### src/rtl/pipe_hazard_ctrl.sv
// Stall/flush sequencer for the 5-stage pipeline: RAW scoreboard over EX/MEM/WR,
// taken-branch squash, memory-wait freeze with timeout, and saturating perf counters.
module pipe_hazard_ctrl #(
  parameter int MEM_TIMEOUT = 16,
  parameter int CNT_W       = 16
) (
  input  logic             clk,
  input  logic             rst_n,
  input  logic             id_valid,
  input  logic [4:0]       id_rs,
  input  logic [4:0]       id_rt,
  input  logic             id_uses_rs,
  input  logic             id_uses_rt,
  input  logic             id_regwr,
  input  logic [4:0]       id_rw,
  input  logic             ex_branch_taken,
  input  logic             mem_req,
  input  logic             mem_ack,
  output logic             pc_en,
  output logic             ifid_en,
  output logic             ifid_flush,
  output logic             idex_bubble,
  output logic             stage_en,
  output logic             mem_err,
  output logic [CNT_W-1:0] stall_cycles,
  output logic [CNT_W-1:0] flush_count
);

  localparam int WC_W = $clog2(MEM_TIMEOUT + 1);

  typedef enum logic {RUN, MEM_WAIT} state_t;

  state_t            state_q, state_d;
  logic [2:0]        sb_v_q, sb_v_d;
  logic [2:0][4:0]   sb_rw_q, sb_rw_d;
  logic [WC_W-1:0]   wait_cnt_q, wait_cnt_d;
  logic [CNT_W-1:0]  stall_q, stall_d;
  logic [CNT_W-1:0]  flush_q, flush_d;
  logic              mem_err_q, mem_err_d;

  logic [2:0] rs_hit, rt_hit;
  logic       hz, timeout, frozen, br_flush, raw_stall, issue;

  // Slot 0 = EX, 1 = MEM, 2 = WR; WR is checked because the regfile write is not yet visible.
  genvar gi;
  generate
    for (gi = 0; gi < 3; gi++) begin : g_sb_cmp
      assign rs_hit[gi] = sb_v_q[gi] && (sb_rw_q[gi] == id_rs);
      assign rt_hit[gi] = sb_v_q[gi] && (sb_rw_q[gi] == id_rt);
    end
  endgenerate

  assign hz = id_valid && ((id_uses_rs && (id_rs != 5'd0) && (|rs_hit)) ||
                           (id_uses_rt && (id_rt != 5'd0) && (|rt_hit)));

  // A timeout releases the pipeline exactly like an ack.
  assign timeout   = (state_q == MEM_WAIT) && !mem_ack && (wait_cnt_q >= WC_W'(MEM_TIMEOUT));
  assign frozen    = ((state_q == RUN) && mem_req && !mem_ack) ||
                     ((state_q == MEM_WAIT) && !mem_ack && !timeout);
  assign br_flush  = !frozen && ex_branch_taken;
  assign raw_stall = !frozen && !ex_branch_taken && hz;
  assign issue     = !frozen && !ex_branch_taken && !hz;

  always_ff @(negedge clk) begin
    if (!rst_n) begin
      state_q    <= RUN;
      sb_v_q     <= '0;
      sb_rw_q    <= '0;
      wait_cnt_q <= '0;
      stall_q    <= '0;
      flush_q    <= '0;
      mem_err_q  <= 1'b0;
    end else begin
      state_q    <= state_d;
      sb_v_q     <= sb_v_d;
      sb_rw_q    <= sb_rw_d;
      wait_cnt_q <= wait_cnt_d;
      stall_q    <= stall_d;
      flush_q    <= flush_d;
      mem_err_q  <= mem_err_d;
    end
  end

  always_comb begin
    state_d    = state_q;
    sb_v_d     = sb_v_q;
    sb_rw_d    = sb_rw_q;
    wait_cnt_d = wait_cnt_q;
    stall_d    = stall_q;
    flush_d    = flush_q;
    mem_err_d  = mem_err_q;
    if (frozen) begin
      state_d    = MEM_WAIT;
      wait_cnt_d = (state_q == RUN) ? WC_W'(1) : wait_cnt_q + WC_W'(1);
      if (stall_q != '1) stall_d = stall_q + CNT_W'(1);
    end else begin
      state_d    = RUN;
      wait_cnt_d = '0;
      if (timeout) mem_err_d = 1'b1;
      sb_v_d[2]  = sb_v_q[1];
      sb_v_d[1]  = sb_v_q[0];
      sb_rw_d[2] = sb_rw_q[1];
      sb_rw_d[1] = sb_rw_q[0];
      sb_rw_d[0] = id_rw;
      sb_v_d[0]  = issue && id_valid && id_regwr && (id_rw != 5'd0);
      if (br_flush && (flush_q != '1)) flush_d = flush_q + CNT_W'(1);
      if (raw_stall && (stall_q != '1)) stall_d = stall_q + CNT_W'(1);
    end
  end

  always_comb begin
    pc_en       = 1'b0;
    ifid_en     = 1'b0;
    ifid_flush  = 1'b0;
    idex_bubble = 1'b0;
    stage_en    = 1'b0;
    if (!rst_n) begin
      ifid_flush  = 1'b1;
      idex_bubble = 1'b1;
    end else if (frozen) begin
      pc_en = 1'b0;
    end else if (br_flush) begin
      pc_en       = 1'b1;
      ifid_en     = 1'b1;
      ifid_flush  = 1'b1;
      idex_bubble = 1'b1;
      stage_en    = 1'b1;
    end else if (raw_stall) begin
      idex_bubble = 1'b1;
      stage_en    = 1'b1;
    end else begin
      pc_en    = 1'b1;
      ifid_en  = 1'b1;
      stage_en = 1'b1;
    end
  end

  assign mem_err      = mem_err_q && rst_n;
  assign stall_cycles = stall_q;
  assign flush_count  = flush_q;

endmodule

### config.mk
export PLATFORM = sky130hd
export DESIGN_NAME = pipe_hazard_ctrl
export DESIGN_NICKNAME = d
export VERILOG_FILES = /design/src/rtl/pipe_hazard_ctrl.sv
export SDC_FILE = /design/constraint.sdc
export NUM_CORES = 1
export LEC_CHECK = 0
export BUFFER_PORTS_ARGS = -buffer_cell sky130_fd_sc_hd__buf_4
export CAP_MARGIN = 15
export CORE_MARGIN = 3
export CORE_UTILIZATION = 50
export CTS_BUF_LIST = sky130_fd_sc_hd__clkbuf_4 sky130_fd_sc_hd__clkbuf_8
export DETAILED_ROUTE_END_ITERATION = 10
export HOLD_SLACK_MARGIN = 0.06
export PLACE_DENSITY_LB_ADDON = 0.1
export SYNTH_ARGS = -nofsm -noshare
export SYNTH_HDL_FRONTEND = slang
export SYNTH_SLANG_ARGS = --single-unit
### constraint.sdc
create_clock -name clk -period 2.66 [get_ports clk]
set_input_delay 0.266 -clock clk [delete_from_list [all_inputs] [get_ports clk]]
set_output_delay 0.266 -clock clk [all_outputs]
set_load 0.01 [all_outputs]
==> summary.md, run 1 <==
| Metric | Value |
|---|---|
| Drt pass-1 iters | `7` |
| Number of enable flip-flop cells after synthesis | `0` |
| ANT nets after route | `0` |
| Seq/Total Area, Yosys | `39.7%` |
| Clk slew on worst S/H paths | `0.04 ns` |
| First DRT Iteration DRCs | `between 400 and 500` |
| Worst skew pair latency | `0.43 ns` |
| Worst reg2reg path endpoint | `stall_cycles[4]$_SDFFE_NN0P_` |
| Number of global-route vias before repair | `around 3700` |
| Worst hold endpoint | `wait_cnt_q[4]$_SDFF_NN0_` |
| Post-Syn Instances | `roughly 350` |
| Hold crit path type | `flip-flop to flip-flop` |
| Core ar. | `around 0.0053 sq mm` |
| RSZ-0062 raised after global routing | `yes` |
| Crit-path slowest cell | `nor4_1` |
| Diode count | `0` |
| Violated checks | `setup timing` |
| Place WS | `-1.06 ns` |
| Kind of critical path | `flip-flop to output pin` |
| Starting Density | `53.8%` |
| H-Tree Level Count | `3` |
| Sink Count | `57` |
| Max Cap Viol | `0` |
| HP Start | `wait_cnt_q[2]$_SDFF_NN0_` |
| Most common cell in the netlist | `dfxtp_1` |
| CP Max Fanout | `3` |
| Final worst slack | `-1.25 ns` |
| Max Root-Sink Buffers | `2` |
| Critical Path RT | `2.39 ns` |
| Synth area leaders | `dfxtp_1 40%, xor2_1 9.1%, nand2_1 6.7%` |
| Share of layout cells above drive strength 1 | `39.0%` |
| Slew @ Worst Pin | `roughly 0.36 ns` |
| PD cells | `504 mW/mm^2` |
| Layout Skew | `0.0482 ns` |
| Total grt overflow | `0` |
| Hpwl dp | `between 5 and 6 mm` |
| Drt wl/cell | `between 20 and 25 um` |
| Ports | `62` |
| First-pass GRT wire length | `16.6 mm` |
| CTS tree | `yes` |
| Synth-to-layout area growth | `67.1%` |
| Buffers on Ports | `between 60 and 70` |
| Root Driver | `clkbuf_8` |
| Main synth FF type | `dfxtp_1` |
| Vias | `slightly below 4000` |
| Yosys top cell by area | `dfxtp_1` |
| TritonCTS Buffers | `9` |
| Die Wd | `between 80 and 90 um` |
| GRT Util Overall | `32.3%` |
| Outcome | `complete, but fails checks` |
| Reg2reg path depth | `13` |
| DRT Wirelength | `12.7 mm` |
| DRC Markers | `0` |
| Row cnt | `26` |
| Die H | `approximately 82 um` |
| Critical Path Sink Type | `output pin` |
| IR drop worst, VDD | `0.518 mV` |
| Vias/cell | `approximately 6.3` |
| Slew Viols, Final | `0` |
| Ys async rst share | `0%` |
| CP cell instances | `buf_4, xor2_1, nor4_1, nand3_1, a31oi_4, nor2b_4, nor2_4, a21o_1, buf_6` |
| Worst r2r src | `sb_rw_q[1]$_SDFFE_NN0N_` |
| Fin nets | `roughly 570` |
| Max incr delay on CP | `0.36 ns` |
| Post-CTS Hold Buffers | `0` |
| Syn Area/Cell | `between 8 and 9 sq um` |
| Number of antenna violations at the first check in global routing | `0` |
| Static leakage | `2.18 nW` |
| Critical path launch point type | `flip-flop` |
| Worst rel slew slack | `76.1%` |
| YS warnings | `0` |
| Hold depth | `2` |
| Setup violations, final | `22` |
| Synth Register Bits | `between 50 and 60` |
| Hold slack final | `0.480 ns` |
| Layout Cells excl Fill | `between 600 and 700` |
| Largest net degree at the start of global routing | `23` |
| Synthesized area | `between 0.002 and 0.003 sq mm` |
| Yosys cell types | `38` |
| Post-synth top cells | `57 x dfxtp_1, 51 x nand2_1, 31 x a21oi_1, 30 x xor2_1, 22 x nor2_1` |
| Crit path launch | `sb_rw_q[6]$_SDFFE_NN0N_` |
| Placed Cells | `510` |
| Register-to-register setup slack | `-0.38 ns` |
| Arr. time, crit path | `between 3 and 4 ns` |
| Post-synth net total | `373` |
| Die area | `0.00669 sq mm` |
| Routability cong. | `about 0.91` |
| Final hold viol count | `0` |
| Share of Yosys cell area claimed by the top area cell type | `around 40%` |
registers in the layout (all words and copies together) (netlist names):
name and count:
sb_v_q 3, flush_count 16, stall_cycles 16, state_q 1, wait_cnt_q 5, sb_rw_q 15
mem_err_q 1
logic make-up (layout without fill, tap and decap cells):
kind of cell	count (synthesis)	in the layout	synth area share [%]
buffers and inverters	21	217	3.18
adder cells (fa/ha/maj)	3	3	1.31
AND/OR/NAND/NOR	159	159	28.6
XOR/XNOR	47	47	14.3
flip-flops	57	57	39.7
multiplexers	4	4	1.39
AO/OA/AOI/OAI	55	57	11.5
how the worst max path moves through the flow:
stage	slack [ns]	to
final	-1.25	idex_bubble
after global routing	-1.26	idex_bubble
after CTS	-1.06	idex_bubble
after detailed placement	-1.06	stall_cycles[13]$_SDFFE_NN0P_
after global placement	-0.98	stall_cycles[14]$_SDFFE_NN0P_
after floorplan	-0.58	stall_cycles[4]$_SDFFE_NN0P_
per-stage QoR:
stage	area [sq um]	utilization (%)	setup TNS [ns]	total power, W
after detailed placement	3750	70.3	-20.96	0.00128
after floorplan	2920	-	-9.40	0.00116
after CTS	4560	85.4	-12.22	0.00227
after global placement	3750	70.3	-20.03	0.00128
after global routing	4800	90.0	-22.55	0.00252
final	4800	90.0	-21.94	0.00242
where the power goes:
part | leakage [nW] | switching [W] | total [W] | internal (W)
combinational | 1.33 | 0.000185 | 0.000349 | 0.000165
sequential | 0.465 | 0.0000254 | 0.000903 | 0.000877
clock | 0.386 | 0.000721 | 0.00117 | 0.000449
area by class of cell:
cell class                 count  area, sq um
tap                           70         87.6
inverter                       6         22.5
clock buffer                   9          124
clock inverter                64          256
fill                         222          534
multi-input combinational    270         1990
timing repair buffer         138         1160
sequential                    57         1150
layout by cell type (no fill, tap or decap), types with 4 or more instances in the layout:
cell type  netlist  routed
mux2i_1          4       4
or4_1           12       4
and3_1           7       7
and2_1           7       7
nand2_1         51      48
a21oi_2          0       8
xor2_1          30      28
clkbuf_8         0       9
xnor2_1         17      17
buf_4            1     108
nor2_1          22      18
buf_6            1      28
nand4_1         11      11
dfxtp_1         57      50
a21oi_1         31      23
dfxtp_2          0       5
o31ai_1          9       6
inv_1            6      61
and4_1           6       6
nand2b_1         6       4
nand3_1         21      18
or4_4            0       8
what timing repair did:
item,in CTS,in global routing
endpoints found under the setup margin,22,31
setup buffers,20,12
cloned,2,0
pin swaps,29,18
resized for setup,63,35
routing by layer:
layer	track usage (%)	wire length (um)	share of wire (%)
met1	33.2	4480	35
met2	55.3	6190	49
met3	11.8	1190	9.3
met4	20.3	860	6.8
met5	0.833	0	0
worst max-delay path: cells and delay by family, from the launching register on:
family | cells | cell delay, ns
AOI/OAI and AO/OA | 2 | 0.39
xor gates and xnor gates | 1 | 0.17
DFF | 1 | 0.33
buffers and inverters | 2 | 0.24
and+or+nand+nor | 4 | 0.78
Note: power is estimated with default switching activity, not from simulation.
==> run 2: changes to the inputs <==
--- a/config.mk
+++ b/config.mk
@@ -7,12 +7,14 @@
 export LEC_CHECK = 0
 export BUFFER_PORTS_ARGS = -buffer_cell sky130_fd_sc_hd__buf_4
 export CAP_MARGIN = 15
+export CORE_ASPECT_RATIO = 1.1
 export CORE_MARGIN = 3
 export CORE_UTILIZATION = 50
 export CTS_BUF_LIST = sky130_fd_sc_hd__clkbuf_4 sky130_fd_sc_hd__clkbuf_8
 export DETAILED_ROUTE_END_ITERATION = 10
 export HOLD_SLACK_MARGIN = 0.06
 export PLACE_DENSITY_LB_ADDON = 0.1
+export SETUP_SLACK_MARGIN = 0.5
 export SYNTH_ARGS = -nofsm -noshare
 export SYNTH_HDL_FRONTEND = slang
 export SYNTH_SLANG_ARGS = --single-unit
==> summary.md, run 2 <==
| Metric | Value |
|---|---|
| Die Wd | `78.3 um (-4.3%)` |
| Ys async rst share | `0% (unchanged)` |
| H-Tree Level Count | `3 (unchanged)` |
| Number of enable flip-flop cells after synthesis | `0 (unchanged)` |
| Share of Yosys cell area claimed by the top area cell type | `39.7% (unchanged)` |
| Outcome | `aborted with a tool error` |
| Ports | `62 (unchanged)` |
| GRT Util Overall | `roughly nine tenths` |
| YS warnings | `0 (unchanged)` |
| Post-synth net total | `373 (unchanged)` |
| Max Root-Sink Buffers | `2 (unchanged)` |
| Routability cong. | `0.965 (+6.2%)` |
| TritonCTS Buffers | `9 (unchanged)` |
| Post-Syn Instances | `346 (unchanged)` |
| Yosys cell types | `38 (unchanged)` |
| Error msg | `[ERROR GRT-0232] Routing congestion too high. Check the congestion heatmap in the GUI.` |
| Yosys top cell by area | `dfxtp_1` |
| Hpwl dp | `5.64 mm (+1.9%)` |
| Sink Count | `57 (unchanged)` |
| Main synth FF type | `dfxtp_1` |
| Post-synth top cells | `57 x dfxtp_1, 51 x nand2_1, 31 x a21oi_1, 30 x xor2_1, 22 x nor2_1` |
| Synth Register Bits | `57 (unchanged)` |
| Starting Density | `52.6% (-1.3 points)` |
| Worst endpoint after global-route timing repair | `idex_bubble` |
| Root Driver | `clkbuf_8` |
| Row cnt | `28 (+7.7%)` |
| Placed cell areas | `0.00381 sq mm (+1.7%)` |
| Post-CTS Hold Buffers | `0 (unchanged)` |
| Stopped at | `global routing` |
| Placed Cells | `509 (-0.20%)` |
| Synthesized area | `0.00287 sq mm (unchanged)` |
| Synth area leaders | `dfxtp_1 40%, xor2_1 9.1%, nand2_1 6.7%` |
| Die H | `85.5 um (+4.5%)` |
| Most common cell in the netlist | `dfxtp_1` |
| Buffers on Ports | `61 (unchanged)` |
| Syn Area/Cell | `8.30 sq um (unchanged)` |
| Largest net degree at the start of global routing | `25` |
| Worst_ep kind | `output port` |
| Total grt overflow | `approximately 400` |
| Seq/Total Area, Yosys | `39.7% (unchanged)` |
run 2: cell counts after synthesis:
Identical to the previous run, type by type.
run 2: what timing repair did:
item	4_1_cts
resized for setup	125
setup buffers	43
cloned	1
pin swaps	40
endpoints found under the setup margin	71
run 2: layer usage:
metal / overflow / global-route usage [%]
met1: 1 / 81.5
met5: 0 / 10.0
met2: 283 / 115
met3: 2 / 63.0
met4: 112 / 103
run 2: stage by stage:
step | TNS (ns) | worst slack (ns) | util (%)
floorplan | -9.33 | -0.581 | -
global placement | -18.93 | -1.00 | 69.8
detailed placement | -20.24 | -1.07 | 69.8
CTS | -14.48 | -1.09 | 90.4
run 2: logic make-up after synthesis:
group | count (synthesis) | synth area share (%)
AOI/OAI and AO/OA | 55 | 11.5
xor gates and xnor gates | 47 | 14.3
adders and majority gates | 3 | 1.31
buffers and inverters | 21 | 3.18
DFF | 57 | 39.7
muxes | 4 | 1.39
and+or+nand+nor | 159 | 28.6
==> run 3: changes to the inputs <==
==> config.mk (replaced) <==
export PLATFORM = sky130hd
export DESIGN_NAME = pipe_hazard_ctrl
export DESIGN_NICKNAME = d
export VERILOG_FILES = /design/src/rtl/pipe_hazard_ctrl.sv
export SDC_FILE = /design/constraint.sdc
export NUM_CORES = 1
export LEC_CHECK = 0
export BUFFER_PORTS_ARGS = -buffer_cell sky130_fd_sc_hd__buf_4
export CAP_MARGIN = 15
export CORE_MARGIN = 3
export CORE_UTILIZATION = 35
export DETAILED_ROUTE_END_ITERATION = 10
export PLACE_DENSITY_LB_ADDON = 0.15
export SYNTH_ARGS = -nofsm -noshare
export SYNTH_HDL_FRONTEND = slang
export SYNTH_SLANG_ARGS = --single-unit
==> summary.md, run 3 (same netlist as run 1, synthesis figures left out) <==
| Metric | Value |
|---|---|
| Placed Cells | `538 (+5.7%)` |
| Met1 Wirelength | `4.19 mm` |
| Critical path launch point type | `flip-flop` |
| Ports | `62 (unchanged)` |
| Vias | `~3200` |
| H-Tree Level Count | `3 (unchanged)` |
| Drt wl/cell | `14.6 um` |
| Reg2reg path depth | `17` |
| Fill cell count | `between 600 and 700` |
| RSZ-0062 raised after global routing | `yes` |
| Total grt overflow | `0` |
| Worst hold endpoint | `wait_cnt_q[4]$_SDFF_NN0_` |
| Root Driver | `clkbuf_8` |
| Hpwl dp | `5.76 mm (+2.1%)` |
| Worst reg2reg path endpoint | `sb_v_q[0]$_SDFFE_NN0N_` |
| Worst rel slew slack | `59.0%` |
| Static leakage | `approximately 2.2 nW` |
| Switch Pwr | `slightly below 0.0008 W` |
| Number of global-route vias before repair | `3232` |
| Slew Viols, Final | `0` |
| Clock network power share | `between 50% and 60%` |
| PD cells | `~520 mW/mm^2` |
| Slew @ Worst Pin | `0.610 ns` |
| Hold crit path type | `flip-flop to flip-flop` |
| Vias/cell | `a little over 5` |
| Sink Count | `57 (unchanged)` |
| Layout Skew | `roughly 0.026 ns` |
| Starting Density | `36.6% (-16 points)` |
| Power Total | `0.00255 W` |
| Max Cap Viol | `0` |
| Final hold viol count | `0` |
| DRT Wirelength | `roughly 9.3 mm` |
| Most common cell after layout, fill and taps aside | `buf_4` |
| Register-to-register setup slack | `-0.11 ns` |
| Row cnt | `32 (+14%)` |
| GRT Util Overall | `19.6%` |
| Post-CTS Hold Buffers | `0 (unchanged)` |
| Most frequent cells in the layout | `99 x buf_4, 63 x inv_1, 48 x nand2_1, 45 x dfxtp_1, 28 x buf_6` |
| Setup violations, final | `23` |
| Fin nets | `558` |
| Worst skew pair latency | `roughly 0.4 ns` |
| Die H | `96.6 um (+13%)` |
| Worst r2r src | `sb_rw_q[13]$_SDFFE_NN0N_` |
| TritonCTS Buffers | `9 (unchanged)` |
| Crit path launch | `sb_rw_q[13]$_SDFFE_NN0N_` |
| Combinational power share | `between 10 and 15%` |
| CTS tree | `yes` |
| Switching Share | `~31%` |
| Max Root-Sink Buffers | `2 (unchanged)` |
| Core ar. | `approximately 0.0078 sq mm` |
| Number of antenna violations at the first check in global routing | `0` |
| Arr. time, crit path | `~3.6 ns` |
| First-pass GRT wire length | `14.4 mm` |
| Sequential Power Share | `35.6%` |
| Share of layout cells above drive strength 1 | `between 30 and 40%` |
| Die area | `approximately 0.0093 sq mm` |
| Drt pass-1 iters | `4` |
| Metal3 WL | `515 um` |
| Clk slew on worst S/H paths | `0.04 ns` |
| Diode count | `0` |
| HP Start | `wait_cnt_q[2]$_SDFF_NN0_` |
| Hold slack final | `0.471 ns` |
| Pint | `approximately 0.0018 W` |
| Die Wd | `96.6 um (+23%)` |
| CP Max Fanout | `2` |
| IR drop worst, VDD | `0.313 mV` |
| Critical Path RT | `2.39 ns` |
| Kind of critical path | `flip-flop to output pin` |
| Largest net degree at the start of global routing | `23` |
| Top sig layer | `met4` |
| First DRT Iteration DRCs | `95` |
| Outcome | `complete, but fails checks` |
| Critical Path Sink Type | `output pin` |
| Violated checks | `setup timing` |
| Synth-to-layout area growth | `69.4%` |
| Final worst slack | `-1.20 ns` |
| Layout Cells excl Fill | `637` |
| Buffers on Ports | `61 (unchanged)` |
| DRC Markers | `0` |
| Met2 Wirelength | `approximately 4.4 mm` |
| ANT nets after route | `0` |
| Routability cong. | `0.945 (-2.0%)` |
| Hold depth | `2` |
==> run 3: power by group through the flow <==
stage | clock network, W | registers [W] | logic (W)
finish | 0.00133 | 0.000907 | 0.000316
global route | 0.00148 | 0.000907 | 0.000341
CTS | 0.00138 | 0.000902 | 0.000273
detailed placement | 0.000132 | 0.000915 | 0.000237
global placement | 0.000132 | 0.000915 | 0.000234
floorplan | 0.000132 | 0.000913 | 0.000110
==> run 3: repair_timing <==
action / 4_1_cts / 5_1_grt
pin swaps: 21 / 34
setup buffers: 19 / 8
gates cloned: 0 / 3
gates resized for setup: 45 / 56
hold endpoints to repair: 0 / 0
endpoints found under the setup margin: 22 / 24
==> run 3: per-layer routing <==
layer	GRT usage (%)	vias to the layer above
met1	24.7	1516
met3	7.90	21
met5	0	-
met2	28.6	102
met4	10.6	0
li1	-	1593
==> run 3: critical path, stage by stage (launching register included) <==
cell and delay, ns:
dfxtp_2 0.33, xor2_2 0.18, nor4_2 0.31, nand3_1 0.12, a31o_1 0.26, buf_6 0.13
nor2b_4 0.13, nor2_4 0.14, a21o_1 0.16, buf_6 0.11
==> run 3: cell type report <==
| type | instances | area (sq um) | area share, % |
|---|---|---|---|
| repair buffers | 132 | 1160 | 23.8 |
| inverters | 6 | 22.5 | 0.463 |
| clock inverters | 63 | 318 | 6.53 |
| clock buffers | 9 | 124 | 2.55 |
| flip-flops and latches | 57 | 1160 | 23.9 |
| multi-input cells | 268 | 1950 | 40.1 |
| well taps | 102 | 128 | 2.62 |
==> run 3: stage by stage <==
step	TNS [ns]	setup slack (ns)	util (%)	cell area, sq um
detailed placement	-20.27	-0.954	48.1	3770
finish	-17.49	-1.20	62.0	4870
floorplan	-9.40	-0.581	-	2920
global placement	-20.13	-0.961	48.1	3770
global route	-19.02	-1.30	62.0	4870
CTS	-12.58	-1.05	57.7	4530
==> run 3: worst max-delay path by stage <==
stage                                                to
final                                       idex_bubble
after global routing                        idex_bubble
after CTS                                   idex_bubble
after detailed placement  stall_cycles[14]$_SDFFE_NN0P_
after global placement    stall_cycles[10]$_SDFFE_NN0P_
after floorplan            stall_cycles[4]$_SDFFE_NN0P_
